**config.mk**
```make
export PLATFORM = sky130hd
export DESIGN_NAME = juice_press
export DESIGN_NICKNAME = d
export VERILOG_FILES = /design/src/rtl/juice_press.sv
export SDC_FILE = /design/constraint.sdc
export NUM_CORES = 1
export LEC_CHECK = 0
export BUFFER_PORTS_ARGS = -buffer_cell sky130_fd_sc_hd__buf_2
export CORE_MARGIN = 1.5
export CORE_UTILIZATION = 35
export DETAILED_ROUTE_END_ITERATION = 10
export PLACE_DENSITY = 0.6
export REMOVE_ABC_BUFFERS = 1
export SLEW_MARGIN = 15
export SYNTH_ARGS = -nofsm -noshare
export SYNTH_HDL_FRONTEND = slang
export SYNTH_SLANG_ARGS = --single-unit
export TNS_END_PERCENT = 1
```
**constraint.sdc**
```tcl
create_clock -name clk -period 6.1 [get_ports clk]
set_input_delay 0.915 -clock clk [delete_from_list [all_inputs] [get_ports clk]]
set_output_delay 0.915 -clock clk [all_outputs]
set_load 0.02 [all_outputs]
```
**src/rtl/juice_press.sv**
```systemverilog
// Multi-channel fruit accumulator: weighted adds into a bowl that pours over
// a valid/ready handshake when it reaches CAP or a pour is requested.
module juice_press #(
  parameter int N_FRUIT  = 4,
  parameter int SEL_W    = $clog2(N_FRUIT),
  parameter int WIDTH    = 8,
  parameter int INIT     = 5,
  parameter int CAP      = 200,
  parameter int SATURATE = 1
) (
  input  logic               clk,
  input  logic               rst_n,
  input  logic               fruit_en,
  input  logic [SEL_W-1:0]   sel,
  input  logic [N_FRUIT-1:0] fruit,
  input  logic [WIDTH-1:0]   water,
  input  logic               pour_req,
  output logic               juice_valid,
  input  logic               juice_ready,
  output logic [WIDTH-1:0]   juice,
  output logic [WIDTH-1:0]   level,
  output logic               spill
);

  typedef enum logic {FILL, POUR} state_t;

  localparam logic [WIDTH-1:0] INIT_V = WIDTH'(INIT);
  localparam logic [WIDTH-1:0] CAP_V  = WIDTH'(CAP);

  state_t           state_p1, state_nxt;
  logic [WIDTH-1:0] bowl_p1, bowl_nxt;
  logic             spill_p1, spill_nxt;
  logic             sel_bit;
  logic             hit;
  logic [WIDTH-1:0] add;
  logic [WIDTH-1:0] sum_res;

  function automatic logic [WIDTH-1:0] sat_add(input logic [WIDTH-1:0] a,
                                               input logic [WIDTH-1:0] b);
    logic [WIDTH:0] s;
    s = {1'b0, a} + {1'b0, b};
    if (s[WIDTH] && (SATURATE != 0)) return '1;
    return s[WIDTH-1:0];
  endfunction

  // Only in-range selects can match, so sel >= N_FRUIT yields no fruit.
  always_comb begin
    sel_bit = 1'b0;
    for (int i = 0; i < N_FRUIT; i++) begin
      if (sel == SEL_W'(i)) sel_bit = fruit[i];
    end
  end

  assign hit     = fruit_en & sel_bit;
  assign add     = hit ? water : '0;
  assign sum_res = sat_add(bowl_p1, add);

  always_comb begin
    state_nxt = state_p1;
    bowl_nxt  = bowl_p1;
    spill_nxt = 1'b0;
    case (state_p1)
      FILL: begin
        bowl_nxt = sum_res;
        if ((sum_res >= CAP_V) || pour_req) state_nxt = POUR;
      end
      POUR: begin
        spill_nxt = hit;
        if (juice_ready) begin
          state_nxt = FILL;
          bowl_nxt  = INIT_V;
        end
      end
      default: state_nxt = FILL;
    endcase
  end

  // Stage p1: bowl, state and spill registers drive all outputs.
  always_ff @(posedge clk or negedge rst_n) begin
    if (!rst_n) begin
      state_p1 <= FILL;
      bowl_p1  <= INIT_V;
      spill_p1 <= 1'b0;
    end else begin
      state_p1 <= state_nxt;
      bowl_p1  <= bowl_nxt;
      spill_p1 <= spill_nxt;
    end
  end

  assign juice_valid = (state_p1 == POUR);
  assign juice       = bowl_p1;
  assign level       = bowl_p1;
  assign spill       = spill_p1;

endmodule

```
==> reports/qor_table.md <==
| Group | Metric | Value |
| --- | --- | --- |
| synthesis | Post-Syn Instances | 100 |
| synthesis | Share of synthesized area occupied by flip-flops and latches | 0.275 |
| global routing | Overall routing resource usage | 0.162 |
| timing | Min Clock Period, post-route | 3.23 ns |
| detailed routing | Post-route antenna net violation count | 0 |
| detailed routing | Residual DRC | 0 |
| timing | Unrepaired setup endpoints after global routing | no |
| worst setup path | Cell breakdown of the critical path | buf_2, mux4_2, and3_1, ha_1, fa_1, nand3_1, and2_4, o31ai_2, nor4_1, o41ai_2 |
| finish | Area growth from synthesis to layout | 20.2% |
| power and ir drop | Logic gate share of total power | 0.605 |
| finish | Fill count | 251 |
| timing | Max transition margin | 0.604 |
| detailed routing | First DRT Iteration DRCs | 22 |
| clock tree | Setup repair bufs after CTS | 0 |
| timing | Setup Skew | 0.00411 ns |
| clock tree | Post-cts resize count | 0 |
| min path | Class of the tightest hold or removal check | input pin to asynchronous set/reset pin |
| power and ir drop | P_int | 244 uW |
| worst setup path | Critical Path Max Stage Delay | 0.59 ns |
| clock tree | Hold buffer count at CTS | 0 |
| power and ir drop | Pleak | 0.598 nW |
| power and ir drop | PD cells | 438 mW/mm2 |
| worst setup path | Data required, critical path | 6.24 ns |
| floorplanning | Area inside the core boundary | 0.00248 mm2 |
| synthesis | Summed instance area of the synthesized netlist | 918 um2 |
| synthesis | Synth area leader | sky130_fd_sc_hd__dfrtp_1 |
| power and ir drop | Register share of total power | 0.267 |
| global routing | Number of antenna violations at the first check in global routing | 0 |
| power and ir drop | Switching power of the nets | 240 uW |
| detailed routing | Total routed wirelength | 2.12 mm |
| worst setup path | CP Capture Type | flip-flop |
| clock tree | Sink Count | 10 |
| worst setup path | Number of buffers and inverters on the critical path | 1 |
| synthesis | Top cell type's share of synthesized area | 0.218 |
| place | Sum of net half-perimeters after detailed placement | 1.73 mm |
| floorplanning | Starting utilization of the core area | 0.371 |
| detailed routing | Vias after detailed routing | 844 |
| power and ir drop | Sw Ratio | 0.496 |
| clock tree | Clock-pin slew on the worst setup and hold paths | 0.07 ns |
| worst setup path | Startpoint Class | input pin |
| floorplanning | Row cnt | 18 |
| floorplanning | Ports | 37 |
| clock tree | Clock insertion delay at the later pin of the skew report | 0.27 ns |
| worst setup path | Critical path class | input pin to flip-flop |
| clock tree | Clock tree buffer depth | 2 |
| finish | Total Nets Final | 159 |
| timing | Final worst path period share | 0.530 |
| floorplanning | Chip height | 54.2 um |
| synthesis | Number of distinct library cells after synthesis | 36 |
| floorplanning | Die X | 54.2 um |
| timing | Actual transition at the worst max-transition pin | 0.591 ns |
| synthesis | Avg Cell Area, Syn | 9.18 um2 |
| place | Port buffer count | 36 |
| floorplanning | Die area | 0.00294 mm2 |
| job | Max-Cap Viols | 0 |
| worst setup path | Data arrival time of the critical path | 3.37 ns |
| place | Final weighted congestion in routability-driven placement | 0.809 |
| clock tree | TritonCTS clock tree | done |
| timing | Setup TNS | 0 ns |
| worst setup path | Max FO, Critical Path | 9 |
| clock tree | CTS buffer count | 3 |
| synthesis | Warning count from the yosys run | 0 |
| worst setup path | Critical-path top delay cell | sky130_fd_sc_hd__mux4_2 |
| global routing | Via count of the first global-routing pass | 774 |
| global routing | First-pass GRT wire length | 3.48 mm |
| worst setup path | Largest delay share family, worst path | simple AND/OR/NAND/NOR gates |
| synthesis | Top post-synthesis cells by area | sky130_fd_sc_hd__dfrtp_1 22%, sky130_fd_sc_hd__ha_1 11%, sky130_fd_sc_hd__buf_4 6.5%, sky130_fd_sc_hd__and3_1 6.1%, sky130_fd_sc_hd__dfstp_2 5.7% |
| detailed routing | Wire length per cell after detailed routing | 13.2 um |
| power and ir drop | IR drop worst, VDD | 173 uV |
| finish | Antenna fix cells | 0 |
| timing | Final count of negative-setup-slack endpoints | 0 |
| timing | Hold WS | 0.494 ns |
| detailed routing | TritonRoute pass-1 iters | 4 |
| clock tree | CTS Root Cell | sky130_fd_sc_hd__clkbuf_4 |
| timing | Final count of hold timing violations | 0 |
| global routing | Leftover overflow at the end of global routing | 0 |
| timing | Max-slew violations | 0 |
| outcome | Status | finished, final reports clean |
| global routing | Pin count of the biggest net entering global routing | 12 |
| detailed routing | Per-cell via count in the routed design | 5.28 |
| finish | Fraction of final layout cells with drive strength greater than 1 | 0.392 |
| clock tree | H-tree levels | 1 |
| synthesis | FF+latch count, synth | 10 |
| timing | Maximum clock frequency | 309 MHz |
| power and ir drop | Fraction of power consumed by the clock network | 0.127 |
[worst reg2reg max path: stages, from the launching register on]
cell and delay [ns]:
sky130_fd_sc_hd__dfstp_2 0.56, sky130_fd_sc_hd__ha_1 0.21, sky130_fd_sc_hd__fa_1 0.23, sky130_fd_sc_hd__nand3_1 0.10, sky130_fd_sc_hd__and2_4 0.17, sky130_fd_sc_hd__o31ai_2 0.50, sky130_fd_sc_hd__nor4_1 0.17, sky130_fd_sc_hd__o41ai_2 0.22
[through the flow]
step	power, mW	instances	utilization	worst slack [ns]	area (um2)
6_report	0.484	160	0.445	2.87	1100
5_1_grt	0.528	160	0.445	2.75	1100
4_1_cts	0.486	160	0.445	2.87	1100
3_5_place_dp	0.423	156	0.431	2.59	1070
3_3_place_gp	0.424	156	0.431	2.70	1070
2_1_floorplan	0.333	90	-	2.92	850
[routing by layer]
| metal | vias up | GRT usage | part of all wire |
|---|---|---|---|
| met5 | - | 0 | 0 |
| met4 | 0 | 0.0625 | 0.0071 |
| met3 | 2 | 0.0246 | 0.040 |
| met2 | 26 | 0.249 | 0.46 |
| met1 | 395 | 0.229 | 0.49 |
| li1 | 421 | - | - |
[cell usage in the layout, fill, tap and decap left out, types with 3 or more instances in the layout]
cell type,instances
sky130_fd_sc_hd__clkbuf_4,3
sky130_fd_sc_hd__buf_2,36
sky130_fd_sc_hd__nor2_1,7
sky130_fd_sc_hd__nand2_1,10
sky130_fd_sc_hd__and3_1,9
sky130_fd_sc_hd__nand2b_1,3
sky130_fd_sc_hd__dfrtp_1,8
sky130_fd_sc_hd__a21oi_1,6
sky130_fd_sc_hd__o21ai_0,7
sky130_fd_sc_hd__ha_1,8
[final timing paths]
path | slack (ns) | from | cells past startpoint | endpoint
max | 2.87 | sel[0] | 10 | juice_valid$_DFF_PN0_
max in group asynchronous | 5.35 | rst_n | 1 | juice[0]$_DFFE_PN1P_
max reg2reg | 3.83 | juice[0]$_DFFE_PN1P_ | 7 | juice_valid$_DFF_PN0_
min in group clk | 0.53 | juice[4]$_DFFE_PN0P_ | 2 | juice[4]$_DFFE_PN0P_
min | 0.49 | rst_n | 1 | spill$_DFF_PN0_
min reg2reg | 0.53 | juice[4]$_DFFE_PN0P_ | 2 | juice[4]$_DFFE_PN0P_
[power by group through the flow]
| stage | logic, mW | clock network (mW) | registers (mW) |
|---|---|---|---|
| 4_1_cts | 0.293 | 0.0633 | 0.130 |
| 2_1_floorplan | 0.148 | 0 | 0.185 |
| 5_1_grt | 0.324 | 0.0685 | 0.136 |
| 3_3_place_gp | 0.294 | 0 | 0.131 |
| 3_5_place_dp | 0.291 | 0 | 0.132 |
| 6_report | 0.293 | 0.0615 | 0.129 |
[cell type report]
class	count	area [um2]	area share
inverters	2	7.51	0.00680
repair buffers	36	180	0.163
multi-input cells	78	589	0.534
flip-flops and latches	10	253	0.229
clock buffers	4	36.3	0.0329
well taps	30	37.5	0.0340
[cells in the mapped netlist (all sizes together)]
cell type / number
inv: 2
nand2: 10
dfstp: 2
nor3: 1
or3: 1
clkbuf: 1
a21o: 2
mux4: 1
o21a: 1
mux2i: 1
a21oi: 7
o211ai: 1
and2: 1
or4b: 1
nand2b: 3
xnor2: 1
nand4: 1
nor2: 7
xor2: 2
nand3: 2
and3b: 1
nor4: 1
and3: 9
o41ai: 1
o31ai: 1
o311ai: 1
ha: 8
fa: 1
buf: 9
dfrtp: 8
o32a: 2
o21ai: 8
a211oi: 2
[registers in the layout, summed over array words and instances, names as in the netlist]
register,cells
juice,8
juice_valid,1
spill,1
[cells by family (layout without fill, tap and decap cells)]
kind of cell | after synthesis | count (layout) | synth area share
fa+ha+maj | 9 | 9 | 0.131
xor+xnor | 3 | 3 | 0.0286
flops | 10 | 10 | 0.275
simple gates | 38 | 38 | 0.219
mux | 2 | 2 | 0.0354
compound gates | 26 | 26 | 0.228
buf+inv | 12 | 42 | 0.0831
(Power assumes the default switching activity.)
